[src/rtl/fifo_uart_tx.sv]
// FIFO read-side consumer: pops N_BITS words and sends them LSB byte first as UART frames.
// Optional even parity bit (8E1) when FIFO_UART_TX_PARITY_EN is defined; default build is 8N1.
module fifo_uart_tx #(
   parameter int unsigned N_BITS       = 64,
   parameter int unsigned CLKS_PER_BIT = 16
) (
   input  logic              clk,
   input  logic              rst_n,
   input  logic              tx_en,
   input  logic              fifo_empty,
   input  logic [N_BITS-1:0] fifo_data,
   output logic              fifo_pop,
   output logic              tx,
   output logic              busy,
   output logic              word_done
);

   localparam int unsigned N_BYTES = N_BITS / 8;
   localparam int unsigned BAUD_W  = (CLKS_PER_BIT > 1) ? $clog2(CLKS_PER_BIT) : 1;
   localparam int unsigned BYTE_W  = $clog2(N_BYTES) + 1;
   localparam logic [BAUD_W-1:0] BAUD_LAST = BAUD_W'(CLKS_PER_BIT - 1);
   localparam logic [BYTE_W-1:0] BYTE_LAST = BYTE_W'(N_BYTES - 1);

   if (N_BITS == 0 || (N_BITS % 8) != 0) begin : g_bad_n_bits
      $error("fifo_uart_tx: N_BITS must be a non-zero multiple of 8");
   end
   if (CLKS_PER_BIT < 2) begin : g_bad_clks_per_bit
      $error("fifo_uart_tx: CLKS_PER_BIT must be >= 2");
   end

`ifdef FIFO_UART_TX_PARITY_EN
   typedef enum logic [2:0] {StIdle, StPop, StLoad, StStart, StData, StParity, StStop} state_e;
`else
   typedef enum logic [2:0] {StIdle, StPop, StLoad, StStart, StData, StStop} state_e;
`endif

   state_e              r_state, w_state_d;
   logic [BAUD_W-1:0]   r_baud, w_baud_d;
   logic [2:0]          r_bit_idx, w_bit_idx_d;
   logic [BYTE_W-1:0]   r_byte_idx, w_byte_idx_d;
   logic [N_BITS-1:0]   r_shift, w_shift_d;
   logic                r_tx, w_tx_d;
   logic                r_fifo_pop, w_fifo_pop_d;
   logic                r_busy;
   logic                r_word_done, w_word_done_d;
   logic                w_baud_end;
`ifdef FIFO_UART_TX_PARITY_EN
   logic                r_par, w_par_d;
`endif

   assign w_baud_end = (r_baud == BAUD_LAST);

   always_comb begin
      w_state_d     = r_state;
      w_bit_idx_d   = r_bit_idx;
      w_byte_idx_d  = r_byte_idx;
      w_shift_d     = r_shift;
      w_fifo_pop_d  = 1'b0;
      w_word_done_d = 1'b0;
`ifdef FIFO_UART_TX_PARITY_EN
      w_par_d       = r_par;
`endif
      unique case (r_state)
         StIdle: begin
            // Pop pulse is raised here and the FSM leaves IDLE on the cycle it is visible.
            if (r_fifo_pop) begin
               w_state_d = StPop;
            end else if (tx_en && !fifo_empty) begin
               w_fifo_pop_d = 1'b1;
            end
         end
         StPop: begin
            w_state_d    = StLoad;
            w_shift_d    = fifo_data;
            w_byte_idx_d = '0;
         end
         StLoad: w_state_d = StStart;
         StStart: begin
            if (w_baud_end) begin
               w_state_d   = StData;
               w_bit_idx_d = 3'd0;
`ifdef FIFO_UART_TX_PARITY_EN
               w_par_d     = 1'b0;
`endif
            end
         end
         StData: begin
            if (w_baud_end) begin
               w_shift_d = r_shift >> 1;
`ifdef FIFO_UART_TX_PARITY_EN
               w_par_d   = r_par ^ r_shift[0];
`endif
               if (r_bit_idx == 3'd7) begin
`ifdef FIFO_UART_TX_PARITY_EN
                  w_state_d = StParity;
`else
                  w_state_d = StStop;
`endif
               end else begin
                  w_bit_idx_d = r_bit_idx + 3'd1;
               end
            end
         end
`ifdef FIFO_UART_TX_PARITY_EN
         StParity: if (w_baud_end) w_state_d = StStop;
`endif
         StStop: begin
            if (w_baud_end) begin
               if (r_byte_idx == BYTE_LAST) begin
                  w_state_d     = StIdle;
                  w_word_done_d = 1'b1;
               end else begin
                  w_byte_idx_d = r_byte_idx + BYTE_W'(1);
                  w_state_d    = StStart;
               end
            end
         end
         default: w_state_d = StIdle;
      endcase

      if (w_state_d != r_state || w_baud_end) begin
         w_baud_d = '0;
      end else begin
         w_baud_d = r_baud + BAUD_W'(1);
      end

      // Line level is decoded from the next state so tx is a clean register output.
      case (w_state_d)
         StStart:  w_tx_d = 1'b0;
         StData:   w_tx_d = w_shift_d[0];
`ifdef FIFO_UART_TX_PARITY_EN
         StParity: w_tx_d = w_par_d;
`endif
         default:  w_tx_d = 1'b1;
      endcase
   end

   always_ff @(posedge clk or negedge rst_n) begin
      if (!rst_n) begin
         r_state     <= StIdle;
         r_baud      <= '0;
         r_bit_idx   <= '0;
         r_byte_idx  <= '0;
         r_shift     <= '0;
         r_tx        <= 1'b1;
         r_fifo_pop  <= 1'b0;
         r_busy      <= 1'b0;
         r_word_done <= 1'b0;
`ifdef FIFO_UART_TX_PARITY_EN
         r_par       <= 1'b0;
`endif
      end else begin
         r_state     <= w_state_d;
         r_baud      <= w_baud_d;
         r_bit_idx   <= w_bit_idx_d;
         r_byte_idx  <= w_byte_idx_d;
         r_shift     <= w_shift_d;
         r_tx        <= w_tx_d;
         r_fifo_pop  <= w_fifo_pop_d;
         r_busy      <= (w_state_d != StIdle);
         r_word_done <= w_word_done_d;
`ifdef FIFO_UART_TX_PARITY_EN
         r_par       <= w_par_d;
`endif
      end
   end

   assign fifo_pop  = r_fifo_pop;
   assign tx        = r_tx;
   assign busy      = r_busy;
   assign word_done = r_word_done;

endmodule
[config.mk]
export PLATFORM = sky130hd
export DESIGN_NAME = fifo_uart_tx
export DESIGN_NICKNAME = d
export VERILOG_FILES = /design/src/rtl/fifo_uart_tx.sv
export SDC_FILE = /design/constraint.sdc
export NUM_CORES = 1
export LEC_CHECK = 0
export BUFFER_PORTS_ARGS = -buffer_cell sky130_fd_sc_hd__buf_2
export CAP_MARGIN = 30
export CELL_PAD_IN_SITES_DETAIL_PLACEMENT = 1
export CELL_PAD_IN_SITES_GLOBAL_PLACEMENT = 2
export CORE_UTILIZATION = 30
export DETAILED_ROUTE_END_ITERATION = 8
export PLACE_DENSITY_LB_ADDON = 0.1
export SYNTH_ARGS = -nofsm -noshare
export SYNTH_HDL_FRONTEND = slang
export SYNTH_SLANG_ARGS = --single-unit
[constraint.sdc]
create_clock -name clk -period 2.35 [get_ports clk]
set_clock_uncertainty 0.15 [all_clocks]
set_input_delay 0.47 -clock clk [delete_from_list [all_inputs] [get_ports clk]]
set_output_delay 0.47 -clock clk [all_outputs]
set_load 0.01 [all_outputs]
==> flow_metrics.env, run 1 <==
export IMPL_powerDensity_nw_per_um2=1090
export IMPL_cts_buffers=9
export IMPL_hold_path_class="in2reg"
export IMPL_start_util_pct=30.7
export IMPL_pwr_share_clk_pct=26.3
export IMPL_switching_share_pct=32.5
export IMPL_ys_warn_count=0
export IMPL_syn_num_nets=439
export IMPL_die_area_um2=12700
export IMPL_slew_viol_final=0
export IMPL_clock_path_buffers=2
export IMPL_synth_commonest_cells="nand2_1, dfrtp_1, a22oi_1"
export IMPL_critical_path_max_fanout=29
export IMPL_p_int_uw=3280
export IMPL_insertion_delay_ns=0.34
export IMPL_layout_drive_gt1_share_pct=23.4
export IMPL_min_to="r_shift[49]"
export IMPL_grt_overflow=0
export IMPL_r2r_start="r_state[2]"
export IMPL_slew_headroom_pct=69.1
export IMPL_r2r_slack_ns=0.42
export IMPL_p_leak_uw=0.00222
export IMPL_synth_top_area_share_pct=55.2
export IMPL_worst_setup_path_type="reg2reg"
export IMPL_antenna_left=0
export IMPL_yosysUniqueCellTypes=43
export IMPL_drc=0
export IMPL_synth_most_common_cell="nand2_1"
export IMPL_cts_tree="built"
export IMPL_antenna_found_initial=0
export IMPL_dr_pass1_iters=4
export IMPL_syn_inst=367
export IMPL_grt_first_pass_wirelength_um=15500
export IMPL_dp_hpwl_um=5940
export IMPL_cts_root_buffer="clkbuf_16"
export IMPL_clock_sinks=82
export IMPL_clk_pin_slew_worst_paths_ns=0.06
export IMPL_cts_setup_buffers=0
export IMPL_die_h_um=113
export IMPL_yosysSeqAreaShare_pct=55.9
export IMPL_crit_path_start_kind="flip-flop"
export IMPL_grt_max_degree=63
export IMPL_routed_via_density=4.93
export IMPL_switchingPower_uw=1580
export IMPL_place_congestion=0.772
export IMPL_rows=40
export IMPL_r2r_end="tx"
export IMPL_yosys_top_cells_area="dfrtp_1, nand2_1, a22oi_1, buf_6, ha_1"
export IMPL_grtUsageTotal_pct=15.9
export IMPL_hold_violations=0
export IMPL_dpl_cell_area_um2=4180
export IMPL_irDropWorstVdd_v=0.000342
export IMPL_worstRegToRegCells=5
export IMPL_max_cap_violations=0
export IMPL_ys_seq_elements=82
export IMPL_synth_top_flop_cell="dfrtp_1"
export IMPL_dieWidth_um=113
export IMPL_post_drt_wl_per_cell_um=15.5
export IMPL_finalNetCount=507
export IMPL_utilization_pct=37.2
export IMPL_via_count=2891
export IMPL_hold_depth=3
export IMPL_core_um2=12000
export IMPL_combPwrFrac_pct=24.1
export IMPL_sequentialPowerShare_pct=49.6
export IMPL_yosys_area_top_type="dfrtp_1"
export IMPL_synth_edf_count=0
export IMPL_min_from="fifo_data[49]"
export IMPL_area_delta_synth_final_pct=21.3
export IMPL_hold_worst_slack_ns=0.194
export IMPL_final_area_um2=4450
export IMPL_portBuffers=71
export IMPL_drt_total_wl_um=9080
export IMPL_rsz0062_at_grt="false"
export IMPL_grt_pass1_vias=3053
export IMPL_avgSynthCellArea_um2=10.0
export IMPL_period_share_pct=82.1
export IMPL_cp_data_required_time_ns=2.46
export IMPL_final_setup_tns_ns=0
export IMPL_finalCriticalPeriod_ns=1.93
export IMPL_setup_viol=0
export IMPL_postSynth_asyncResetShare_pct=100
export IMPL_fmax_mhz=518
export IMPL_htree_levels=3
export IMPL_tightestPinTransition_ns=0.462
export IMPL_cp_end_kind="flip-flop"
export IMPL_run_status="finished clean"
export IMPL_n_antenna_cell=0
export IMPL_drt_first_iter_violations=130
export IMPL_pin_count=72
export IMPL_synth_area_um2=3670
export IMPL_critical_path_arrival_ns=2.04
export IMPL_fillerInstances=1395
==> worst max-delay path by stage <==
stage | slack (ns) | depth (start not counted) | end | from
after global routing | 0.31 | 5 | tx | r_state[2]
after global placement | 0.46 | 5 | tx | r_state[2]
after CTS | 0.41 | 5 | tx | r_state[2]
after floorplan | 0.51 | 6 | tx | r_baud[0]
after detailed placement | 0.43 | 5 | tx | r_state[2]
final | 0.42 | 5 | tx | r_state[2]
==> flip-flops by register name (all words and copies together), names as in the netlist <==
register    flops
tx              1
r_shift        64
busy            1
r_bit_idx       3
word_done       1
fifo_pop        1
r_byte_idx      4
r_baud          4
r_state         3
==> final cells by class <==
| cell class | instances | area, µm² | area share [%] |
|---|---|---|---|
| inverter | 3 | 11.3 | 0.253 |
| sequential | 82 | 2050 | 46.1 |
| clock inverter | 3 | 15.0 | 0.337 |
| multi-input combinational | 258 | 1460 | 32.7 |
| tap | 147 | 184 | 4.13 |
| timing repair buffer | 81 | 485 | 10.9 |
| clock buffer | 13 | 250 | 5.62 |
==> layer usage <==
layer  global-route usage (%)  vias up  routed length, µm  share of wire, %
met4                     8.00        0                189               2.1
met1                     22.0     1422               4530                50
met3                     2.65       12                290               3.2
met5                        0        -                  0                 0
li1                         -     1406                  -                 -
met2                     23.8       51               4070                45
==> critical path, stage by stage (launching register included) <==
cell and delay [ns]:
dfrtp_1 0.58, or3b_1 0.46, nor2_4 0.17, buf_12 0.20
a221oi_2 0.10, a31oi_1 0.18
==> cells in the final DEF, fill, tap and decap left out, types with 3 or more instances in the layout <==
cell       synthesis  routed
clkbuf_16          0       9
a22oi_1           62      62
nand2_1          131     131
buf_12             0       4
ha_1               4       4
mux2_2             4       4
buf_4              6       6
nor2b_1            3       3
buf_2              9      70
inv_1              3       3
dfrtp_1           81      81
and2_1             4       4
nor2_1             9       9
clkinv_2           0       3
a22o_1             3       3
nand3_1            4       4
clkbuf_1           2       3
==> power by group through the flow <==
| stage | sequential, µW | combinational (µW) | clock (µW) |
|---|---|---|---|
| finish | 2410 | 1170 | 1280 |
| detailed placement | 2440 | 1210 | 0 |
| global placement | 2420 | 1160 | 0 |
| floorplan | 2310 | 943 | 0 |
| CTS | 2420 | 1220 | 1340 |
| global route | 2500 | 1390 | 1390 |
==> timing repair <==
| item | 4_1_cts | 5_1_grt |
|---|---|---|
| hold buffers | 1 | 0 |
| resized for setup | 0 | 0 |
| hold endpoints to repair | 26 | 0 |
==> stage by stage <==
step                      power, µW  worst slack, ns  instances
after floorplan                3260            0.507        367
after detailed placement       3650            0.432        570
after global routing           5290            0.309        587
after CTS                      4970            0.407        587
after global placement         3580            0.460        570
final                          4860            0.420        587
==> kinds of logic (layout without fill, tap and decap cells) <==
group / Yosys count / after routing / synth area share, %
adders and majority gates: 4 / 4 / 1.36
buffers and inverters: 27 / 100 / 4.94
and+or+nand+nor: 166 / 166 / 18.8
muxes: 5 / 5 / 1.50
AOI/OAI and AO/OA: 79 / 79 / 16.5
xor gates and xnor gates: 4 / 4 / 0.954
DFF: 82 / 82 / 55.9
(Power assumes the default switching activity.)
==> inputs of run 2 (changes only) <==
Clock period 2.35 ns to 2.02 ns, I/O delays scaled along.
==> flow_metrics.env, run 2 (synthesized netlist as in run 1, its figures left out) <==
export IMPL_dieWidth_um=113
export IMPL_place_congestion=0.704
export IMPL_sequentialPowerShare_pct=46.6
export IMPL_grtUsageTotal_pct=16.0
export IMPL_cts_tree="built"
export IMPL_clk_pin_slew_worst_paths_ns=0.06
export IMPL_layout_commonest_cell="nand2_1"
export IMPL_setup_viol=0
export IMPL_dr_pass1_iters=4
export IMPL_hold_path_class="in2reg"
export IMPL_drt_first_iter_violations=128
export IMPL_preCtsSetupSlack_ns=0.148
export IMPL_grt_pass1_vias=3133
export IMPL_cts_repair_resized=0
export IMPL_grt_max_degree=54
export IMPL_cp_end_kind="flip-flop"
export IMPL_grt_first_pass_wirelength_um=15700
export IMPL_hold_violations=0
export IMPL_core_um2=12000
export IMPL_finalCriticalPeriod_ns=1.87
export IMPL_p_int_uw=4090
export IMPL_fmax_mhz=534
export IMPL_finalNetCount=516
export IMPL_slew_viol_final=0
export IMPL_top_regs="r_shift (64), r_baud (4), r_byte_idx (4)"
export IMPL_via_count=2934
export IMPL_die_h_um=113
export IMPL_drt_total_wl_um=9110
export IMPL_critical_path_arrival_ns=1.97
export IMPL_layout_drive_gt1_share_pct=25.6
export IMPL_n_antenna_cell=0
export IMPL_powerDensity_nw_per_um2=1310
export IMPL_final_area_um2=4560
export IMPL_cts_root_buffer="clkbuf_16"
export IMPL_die_area_um2=12700
export IMPL_post_drt_wl_per_cell_um=15.3
export IMPL_tightestPinTransition_ns=0.454
export IMPL_combPwrFrac_pct=23.7
export IMPL_start_util_pct=30.7
export IMPL_cts_buffers=9
export IMPL_switchingPower_uw=1890
export IMPL_drc=0
export IMPL_antenna_left=0
export IMPL_clock_sinks=82
export IMPL_antenna_found_initial=0
export IMPL_max_cap_violations=0
export IMPL_hold_worst_slack_ns=0.123
export IMPL_cp_data_required_time_ns=2.12
export IMPL_slew_headroom_pct=69.6
export IMPL_period_share_pct=92.7
export IMPL_portBuffers=71
export IMPL_layout_setup_ws_ns=0.148
export IMPL_critical_path_max_fanout=6
export IMPL_utilization_pct=38.1
export IMPL_switching_share_pct=31.6
export IMPL_crit_path_start_kind="flip-flop"
export IMPL_dp_hpwl_um=6020
export IMPL_run_status="finished clean"
export IMPL_rsz0062_at_grt="false"
export IMPL_final_setup_tns_ns=0
export IMPL_pwr_share_clk_pct=29.7
export IMPL_fillerInstances=1384
export IMPL_largest_reg_flops=64
export IMPL_dpl_cell_area_um2=4210
export IMPL_area_delta_synth_final_pct=24.3
export IMPL_htree_levels=3
export IMPL_grt_overflow=0
export IMPL_routed_via_density=4.92
export IMPL_pin_count=72
export IMPL_rows=40
export IMPL_irDropWorstVdd_v=0.000399
export IMPL_insertion_delay_ns=0.34
export IMPL_worst_setup_path_type="reg2reg"
export IMPL_final_cell_mix="nand2_1, dfrtp_1, buf_2"
export IMPL_p_leak_uw=0.00229
export IMPL_clock_path_buffers=2
export IMPL_regMostFlops="r_shift"
## run 2: cell types whose count changed in the layout (fill, tap and decap cells not counted), sizes merged
cell and delta:
clkinv +1, bufinv +2, buf +9, clkbuf -3
## run 2: layout make-up
cell class	instances	area, µm²	share of cell area [%]
Sequential cell	82	2050	45.0
Multi-Input combinational cell	258	1460	31.9
Timing Repair Buffer	90	541	11.8
Clock buffer	10	239	5.24
Tap cell	147	184	4.03
Clock inverter	6	80.1	1.75
Inverter	3	11.3	0.247
## run 2: through the flow
stage               total power (µW)  instances
finish                          5980        596
global route                    6490        596
CTS                             6090        593
detailed placement              4260        576
global placement                4190        576
floorplan                       3790        367
## run 2: power by group through the flow
stage	Sequential, µW	Clock [µW]	Combinational [µW]
after detailed placement	2810	0	1450
after global placement	2790	0	1400
after CTS	2790	1840	1460
after global routing	2890	1910	1700
after floorplan	2690	0	1100
final	2780	1770	1420
## run 2: path summary, 6_finish.rpt
check	startpoint	end	slack [ns]	depth (start not counted)
max	r_baud[0]	tx	0.15	6
min reg2reg	r_baud[0]	r_baud[0]	0.31	1
min	fifo_data[7]	r_shift[7]	0.12	3
max reg2reg	r_baud[0]	tx	0.15	6
max in group asynchronous	rst_n	r_shift[55]	0.81	3
min in group asynchronous	rst_n	r_shift[23]	0.33	2
## run 2: repair_timing
item	in CTS	in global routing
hold endpoints to repair	15	0
setup endpoints to repair	0	30
hold buffers	1	0
setup buffers	0	3
## run 2: metal layers
metal | global-route usage (%) | wire (µm)
met5 | 0 | 0
met4 | 8.09 | 200
met3 | 3.62 | 335
met2 | 24.7 | 4200
met1 | 21.2 | 4370
## run 2: critical path: stages, from the launching register on
cell	delay, ns
dfrtp_1	0.39
ha_1	0.25
nand3_1	0.26
nor2_4	0.10
buf_4	0.15
a221oi_2	0.33
a31oi_1	0.14
